[src/rtl/td4_run_ctrl_if.sv]
// Board-side bundle of the TD4 run controller: raw buttons, CPU fetch bus, CPU drive and status.
interface td4_run_ctrl_if;
    logic       btn_run;
    logic       btn_step;
    logic       btn_speed;
    logic [3:0] pc;
    logic [7:0] instr;
    logic       cpu_clk;
    logic       cpu_n_reset;
    logic [7:0] step_count;
    logic       running;
    logic       halted;
    logic       fast;
    logic [2:0] state;

    modport master (
        input  btn_run, btn_step, btn_speed, pc, instr,
        output cpu_clk, cpu_n_reset, step_count, running, halted, fast, state
    );

    modport slave (
        output btn_run, btn_step, btn_speed, pc, instr,
        input  cpu_clk, cpu_n_reset, step_count, running, halted, fast, state
    );
endinterface

[src/rtl/td4_run_ctrl.sv]
// Run/step/halt sequencer for the TD4 CPU: debounced buttons, rate divider,
// fixed-width cpu_clk pulses and self-jump halt detection.
module td4_run_btn #(
    parameter int DEBOUNCE_CYCLES = 250000
) (
    input  logic clk,
    input  logic reset,
    input  logic raw,
    output logic press
);
    localparam int CW = $clog2(DEBOUNCE_CYCLES) + 1;

    logic [1:0]    sync;
    logic          level;
    logic [CW-1:0] cnt;

    always_ff @(posedge clk or posedge reset) begin
        if (reset) begin
            sync  <= '0;
            level <= 1'b0;
            cnt   <= '0;
            press <= 1'b0;
        end else begin
            sync  <= {sync[0], raw};
            press <= 1'b0;
            if (sync[1] == level) begin
                cnt <= '0;
            end else if (cnt == CW'(DEBOUNCE_CYCLES - 1)) begin
                // New level accepted; only a 0->1 acceptance is a press.
                cnt   <= '0;
                level <= sync[1];
                press <= sync[1];
            end else begin
                cnt <= cnt + CW'(1);
            end
        end
    end
endmodule

module td4_run_ctrl #(
    parameter int DEBOUNCE_CYCLES = 250000,
    parameter int SLOW_DIV        = 25000000,
    parameter int FAST_DIV        = 2500000,
    parameter int PULSE_W         = 4,
    parameter int HOLD_CYCLES     = 8
) (
    input logic            clk,
    input logic            reset,
    td4_run_ctrl_if.master bus
);
    localparam int NUM_BTN = 3;
    localparam int DW      = $clog2(SLOW_DIV) + 1;
    localparam int PW      = $clog2(PULSE_W) + 1;
    localparam int HW      = $clog2(HOLD_CYCLES) + 1;

    typedef enum logic [2:0] {
        HOLD     = 3'd0,
        PAUSED   = 3'd1,
        RUNNING  = 3'd2,
        STEPPING = 3'd3,
        HALTED   = 3'd4
    } state_t;

    state_t             st;
    logic [NUM_BTN-1:0] raw, press;
    logic               run_p, step_p, speed_p;
    logic [DW-1:0]      div, period_m1;
    logic [PW-1:0]      pcnt;
    logic [HW-1:0]      hcnt;
    logic [7:0]         steps;
    logic               cpu_clk, n_rst, running, halted, fast;
    logic               tick, self_jump;

    assign raw = {bus.btn_speed, bus.btn_step, bus.btn_run};

    for (genvar i = 0; i < NUM_BTN; i++) begin : g_btn
        td4_run_btn #(.DEBOUNCE_CYCLES(DEBOUNCE_CYCLES)) u_btn (
            .clk  (clk),
            .reset(reset),
            .raw  (raw[i]),
            .press(press[i])
        );
    end

    assign run_p     = press[0];
    assign step_p    = press[1];
    assign speed_p   = press[2];
    assign period_m1 = fast ? DW'(FAST_DIV - 1) : DW'(SLOW_DIV - 1);
    // A speed press restarts the divider, so it swallows a coinciding tick.
    assign tick      = (st == RUNNING) && (div == period_m1) && !speed_p;
    assign self_jump = (bus.instr == {4'b1111, bus.pc});

    always_ff @(posedge clk or posedge reset) begin
        if (reset) begin
            st      <= HOLD;
            cpu_clk <= 1'b0;
            n_rst   <= 1'b0;
            steps   <= '0;
            running <= 1'b0;
            halted  <= 1'b0;
            fast    <= 1'b0;
            div     <= '0;
            pcnt    <= '0;
            hcnt    <= '0;
        end else begin
            // An in-flight pulse always runs to its full width.
            if (cpu_clk) begin
                if (pcnt == PW'(PULSE_W - 1)) cpu_clk <= 1'b0;
                else                          pcnt    <= pcnt + PW'(1);
            end

            if (speed_p && st != HOLD) fast <= ~fast;

            if (st == RUNNING && !speed_p) div <= (div == period_m1) ? '0 : div + DW'(1);
            else                           div <= '0;

            case (st)
                HOLD: begin
                    if (hcnt == HW'(HOLD_CYCLES - 1)) begin
                        st    <= PAUSED;
                        n_rst <= 1'b1;
                    end else begin
                        hcnt <= hcnt + HW'(1);
                    end
                end
                PAUSED: begin
                    if (run_p) begin
                        st      <= RUNNING;
                        running <= 1'b1;
                    end else if (step_p && !cpu_clk) begin
                        st      <= STEPPING;
                        cpu_clk <= 1'b1;
                        pcnt    <= '0;
                        steps   <= steps + 8'd1;
                    end
                end
                RUNNING: begin
                    if (run_p) begin
                        st      <= PAUSED;
                        running <= 1'b0;
                    end else if (tick) begin
                        if (self_jump) begin
                            st      <= HALTED;
                            running <= 1'b0;
                            halted  <= 1'b1;
                        end else begin
                            cpu_clk <= 1'b1;
                            pcnt    <= '0;
                            steps   <= steps + 8'd1;
                        end
                    end
                end
                STEPPING: begin
                    if (cpu_clk && pcnt == PW'(PULSE_W - 1)) st <= PAUSED;
                end
                HALTED: begin
                    if (run_p) begin
                        st     <= PAUSED;
                        halted <= 1'b0;
                    end
                end
                default: st <= HOLD;
            endcase
        end
    end

    assign bus.cpu_clk     = cpu_clk;
    assign bus.cpu_n_reset = n_rst;
    assign bus.step_count  = steps;
    assign bus.running     = running;
    assign bus.halted      = halted;
    assign bus.fast        = fast;
    assign bus.state       = st;
endmodule
[src/flat_wrapper.sv]
// flat-port wrapper written by rule: the top's interface ports become plain ports
module td4_run_ctrl_flat 
#(
    parameter int DEBOUNCE_CYCLES = 250000,
    parameter int SLOW_DIV        = 25000000,
    parameter int FAST_DIV        = 2500000,
    parameter int PULSE_W         = 4,
    parameter int HOLD_CYCLES     = 8
)
  (clk, reset, bus_btn_run, bus_btn_step, bus_btn_speed, bus_pc, bus_instr, bus_cpu_clk, bus_cpu_n_reset, bus_step_count, bus_running, bus_halted, bus_fast, bus_state);
  td4_run_ctrl_if bus_i ();
  input logic clk;
  input logic reset;
  input wire logic [$bits(bus_i.btn_run)-1:0] bus_btn_run;
  input wire logic [$bits(bus_i.btn_step)-1:0] bus_btn_step;
  input wire logic [$bits(bus_i.btn_speed)-1:0] bus_btn_speed;
  input wire logic [$bits(bus_i.pc)-1:0] bus_pc;
  input wire logic [$bits(bus_i.instr)-1:0] bus_instr;
  output wire logic [$bits(bus_i.cpu_clk)-1:0] bus_cpu_clk;
  output wire logic [$bits(bus_i.cpu_n_reset)-1:0] bus_cpu_n_reset;
  output wire logic [$bits(bus_i.step_count)-1:0] bus_step_count;
  output wire logic [$bits(bus_i.running)-1:0] bus_running;
  output wire logic [$bits(bus_i.halted)-1:0] bus_halted;
  output wire logic [$bits(bus_i.fast)-1:0] bus_fast;
  output wire logic [$bits(bus_i.state)-1:0] bus_state;
  assign bus_i.btn_run = bus_btn_run;
  assign bus_i.btn_step = bus_btn_step;
  assign bus_i.btn_speed = bus_btn_speed;
  assign bus_i.pc = bus_pc;
  assign bus_i.instr = bus_instr;
  assign bus_cpu_clk = bus_i.cpu_clk;
  assign bus_cpu_n_reset = bus_i.cpu_n_reset;
  assign bus_step_count = bus_i.step_count;
  assign bus_running = bus_i.running;
  assign bus_halted = bus_i.halted;
  assign bus_fast = bus_i.fast;
  assign bus_state = bus_i.state;
  td4_run_ctrl #(.DEBOUNCE_CYCLES(DEBOUNCE_CYCLES), .SLOW_DIV(SLOW_DIV), .FAST_DIV(FAST_DIV), .PULSE_W(PULSE_W), .HOLD_CYCLES(HOLD_CYCLES)) u_core (.clk(clk), .reset(reset), .bus(bus_i));
endmodule
[config.mk]
export PLATFORM = sky130hd
export DESIGN_NAME = td4_run_ctrl_flat
export DESIGN_NICKNAME = d
export VERILOG_FILES = /design/src/rtl/td4_run_ctrl_if.sv /design/src/rtl/td4_run_ctrl.sv /design/src/flat_wrapper.sv
export SDC_FILE = /design/constraint.sdc
export NUM_CORES = 1
export LEC_CHECK = 0
export CAP_MARGIN = 20
export CORE_MARGIN = 3
export CORE_UTILIZATION = 56
export CTS_BUF_LIST = sky130_fd_sc_hd__clkbuf_4
export DETAILED_ROUTE_END_ITERATION = 8
export PLACE_DENSITY = 0.9
export RECOVER_POWER = 25
export SETUP_SLACK_MARGIN = 0.3
export SYNTH_ARGS = -nofsm -noshare
export SYNTH_HDL_FRONTEND = slang
export SYNTH_SLANG_ARGS = --single-unit
[constraint.sdc]
create_clock -name clk -period 4.3 [get_ports clk]
set_input_delay 1.075 -clock clk [delete_from_list [all_inputs] [get_ports clk]]
set_output_delay 1.075 -clock clk [all_outputs]
set_load 0.01 [all_outputs]
==> metrics.cfg <==
[place]
place_inst = 724
dp_hpwl_um = 7930
portBuffers = 32
gp_congestion = 0.830
dpl_cell_area_sq_mm = 0.00617

[worst_setup_path]
arrival_ps = 1690
cp_slowest_stage_delay_ps = 620
worst-setup-path-type = flop to output pin
crit_slowest_cell = clkdlybuf4s50_1
crit_family = buffers and inverters
cp-end-kind = output pin
cp_num_buf_inv = 1
critical_path.cell_chain = clkdlybuf4s50_1
path_max_fanout = 11
startpoint_type = flop
required_ps = 3220

[power]
internal_power_mw = 1.62
power_frac_seq = 0.536
leakagePower_nw = 2.80
switching_power_mw = 0.483
ir_drop_uv = 359
comb_power_share = 0.032
p_sw_frac = 0.230
p_total_mw = 2.10
powerDensity_mw_per_mm2 = 323
p_clk_frac = 0.432

[cts]
clk_latency_ps = 520
hold_buffers = 0
clk_pin_slew_ps = 100
cts-root-buf = clkbuf_4
post-cts-setup-buffers = 0
numClockSinks = 118
cts_resized = 0
cts_buffers = 17
cts_tree = yes
htree_levels = 4
ctsLongestPathBuffers = 2

[drt]
ant_nets = 0
drt_pass1_iterations = 4
drt-vias-per-instance = 5.62
wl_um = 11400
drtIter0Drc = 249
vias = 4262
wl_per_cell_um = 15.1
drc_errors = 0

[synth]
yosys_register_bits = 118
synthesis.area_sq_mm = 0.00570
synthFlopType = dfrtp_1
ys_seq_area_frac = 0.518
synth_edf_count = 0
syn_inst = 569
synthArstFlopShare = 1.00
yosys_warnings = 0
synth_nets = 593
yosys-top-cells-area = dfrtp_1 52%, xnor2_1 8.9%, nor2_1 6.9%
synth_largest_area_cell = dfrtp_1
synth_top_area_share = 0.518
synth_area_per_cell_sq_um = 10.0
ys_types = 51

[global_route]
grt_max_degree = 59
grt_pass1_wl_um = 19900
grt_pass1_vias = 4496
antenna_found_initial = 1
grt_usage = 0.217
overflow = 0

[timing]
slew_violations = 0
period_share = 0.643
worst_pin_slew_ps = 772
hold_viol = 0
relSlewSlack = 0.484
max_freq_mhz = 362
fin_skew_ps = 15.6
layout_min_cycle_time_ps = 2760
setup_viol = 0
setup_tns_ps = 0
rsz0062_at_grt = no

[floorplan]
die_y_um = 107
die_area_sq_mm = 0.0114
rows = 36
die_w_um = 107
core_sq_mm = 0.00982
pin_count = 33
start_util = 0.581

[min_path]
hold_class = flop to flop

[finish]
areaGrowthSynthToFinish_pct = 14.2
final_cell_mix = 118 x dfrtp_1, 105 x nor2_1, 58 x xnor2_1, 38 x nand2_1
finish.utilization = 0.663
stdcell_area_sq_mm = 0.00651
final_common_cell = dfrtp_1
final_cells = 758
drive_gt1_frac = 0.0785
nets = 635

[run]
maxCapViolCount = 0

[status]
status = complete, no violations

==> flip-flops by register name, summed over array words and instances, names as in the netlist <==
register and count:
u_core.g_btn.u_btn.cnt 57, u_core.div 26, u_core.bus.step_count 8, u_core.g_btn.u_btn.sync 6, u_core.hcnt 4, u_core.bus.state 3
u_core.g_btn.u_btn.level 3, u_core.g_btn.u_btn.press 3, u_core.pcnt 3, u_core.bus.cpu_clk 1, u_core.bus.cpu_n_reset 1, u_core.bus.fast 1
u_core.bus.halted 1, u_core.bus.running 1
==> logic make-up (layout without fill, tap and decap cells) <==
group | count (synthesis) | in the layout | synth area share
AOI/OAI and AO/OA | 33 | 33 | 0.0448
muxes | 6 | 6 | 0.0116
xor gates and xnor gates | 93 | 93 | 0.143
other | 0 | 1 | 0
buffers and inverters | 29 | 84 | 0.0198
DFF | 118 | 118 | 0.518
adders and majority gates | 7 | 7 | 0.0154
and+or+nand+nor | 283 | 283 | 0.248
==> power groups by stage <==
stage          clock network [mW]  registers (mW)  logic, mW
2_1_floorplan                   0            1.15     0.0386
3_5_place_dp                    0            1.15     0.0668
3_3_place_gp                    0            1.15     0.0645
5_1_grt                     0.973            1.13     0.0745
4_1_cts                     0.930            1.13     0.0676
6_report                    0.908            1.13     0.0668
==> final timing paths <==
kind | from | to | slack (ps) | depth (start not counted)
worst min register to register | u_core.g_btn[0].u_btn.sync[0] | u_core.g_btn[0].u_btn.sync[1] | 360 | 0
max in group asynchronous | reset | u_core.bus.state[2] | 2140 | 4
worst min-delay path | u_core.g_btn[0].u_btn.sync[0] | u_core.g_btn[0].u_btn.sync[1] | 360 | 0
worst max-delay path | u_core.bus.state[2] | bus_state[2] | 1540 | 1
worst max register to register | u_core.div[6] | u_core.div[15] | 1730 | 5
min in group asynchronous | reset | u_core.g_btn[2].u_btn.cnt[18] | 940 | 2
==> cell usage after synthesis, types with 3 or more instances <==
cell type	instances
nor3_1	21
mux2_2	5
a211oi_1	4
dfrtp_1	118
nand2_1	38
nor2_1	105
buf_2	3
or3_1	4
nand4_1	17
and3_1	16
ha_1	7
nand3_1	35
o21ai_0	6
a21oi_1	4
and4_1	4
xnor2_1	58
inv_1	17
nor3b_1	3
nor4_1	11
xor2_1	35
clkbuf_1	9
or3b_2	3
or4_1	6
nand3b_1	3
==> per-layer routing <==
metal,track usage,up-vias,share of wire
li1,-,2054,-
met1,0.262,2108,0.42
met2,0.363,73,0.52
met3,0.0554,27,0.034
met4,0.107,0,0.025
met5,0,-,0
==> through the flow <==
| stage | hold slack [ps] | setup WS (ps) |
|---|---|---|
| 6_report | 362 | 1540 |
| 4_1_cts | 366 | 1490 |
| 5_1_grt | 371 | 1430 |
| 2_1_floorplan | 331 | 1780 |
| 3_5_place_dp | 343 | 1290 |
| 3_3_place_gp | 340 | 1390 |
==> area by class of cell <==
type | instances | area [sq um]
antenna | 1 | 2.50
clock buffer | 19 | 143
clock inverter | 13 | 180
fill | 746 | 3310
inverter | 17 | 65.1
multi-input combinational | 422 | 2640
sequential | 118 | 2950
tap | 133 | 166
timing repair buffer | 35 | 364
Power figures use the tool's default switching activity.
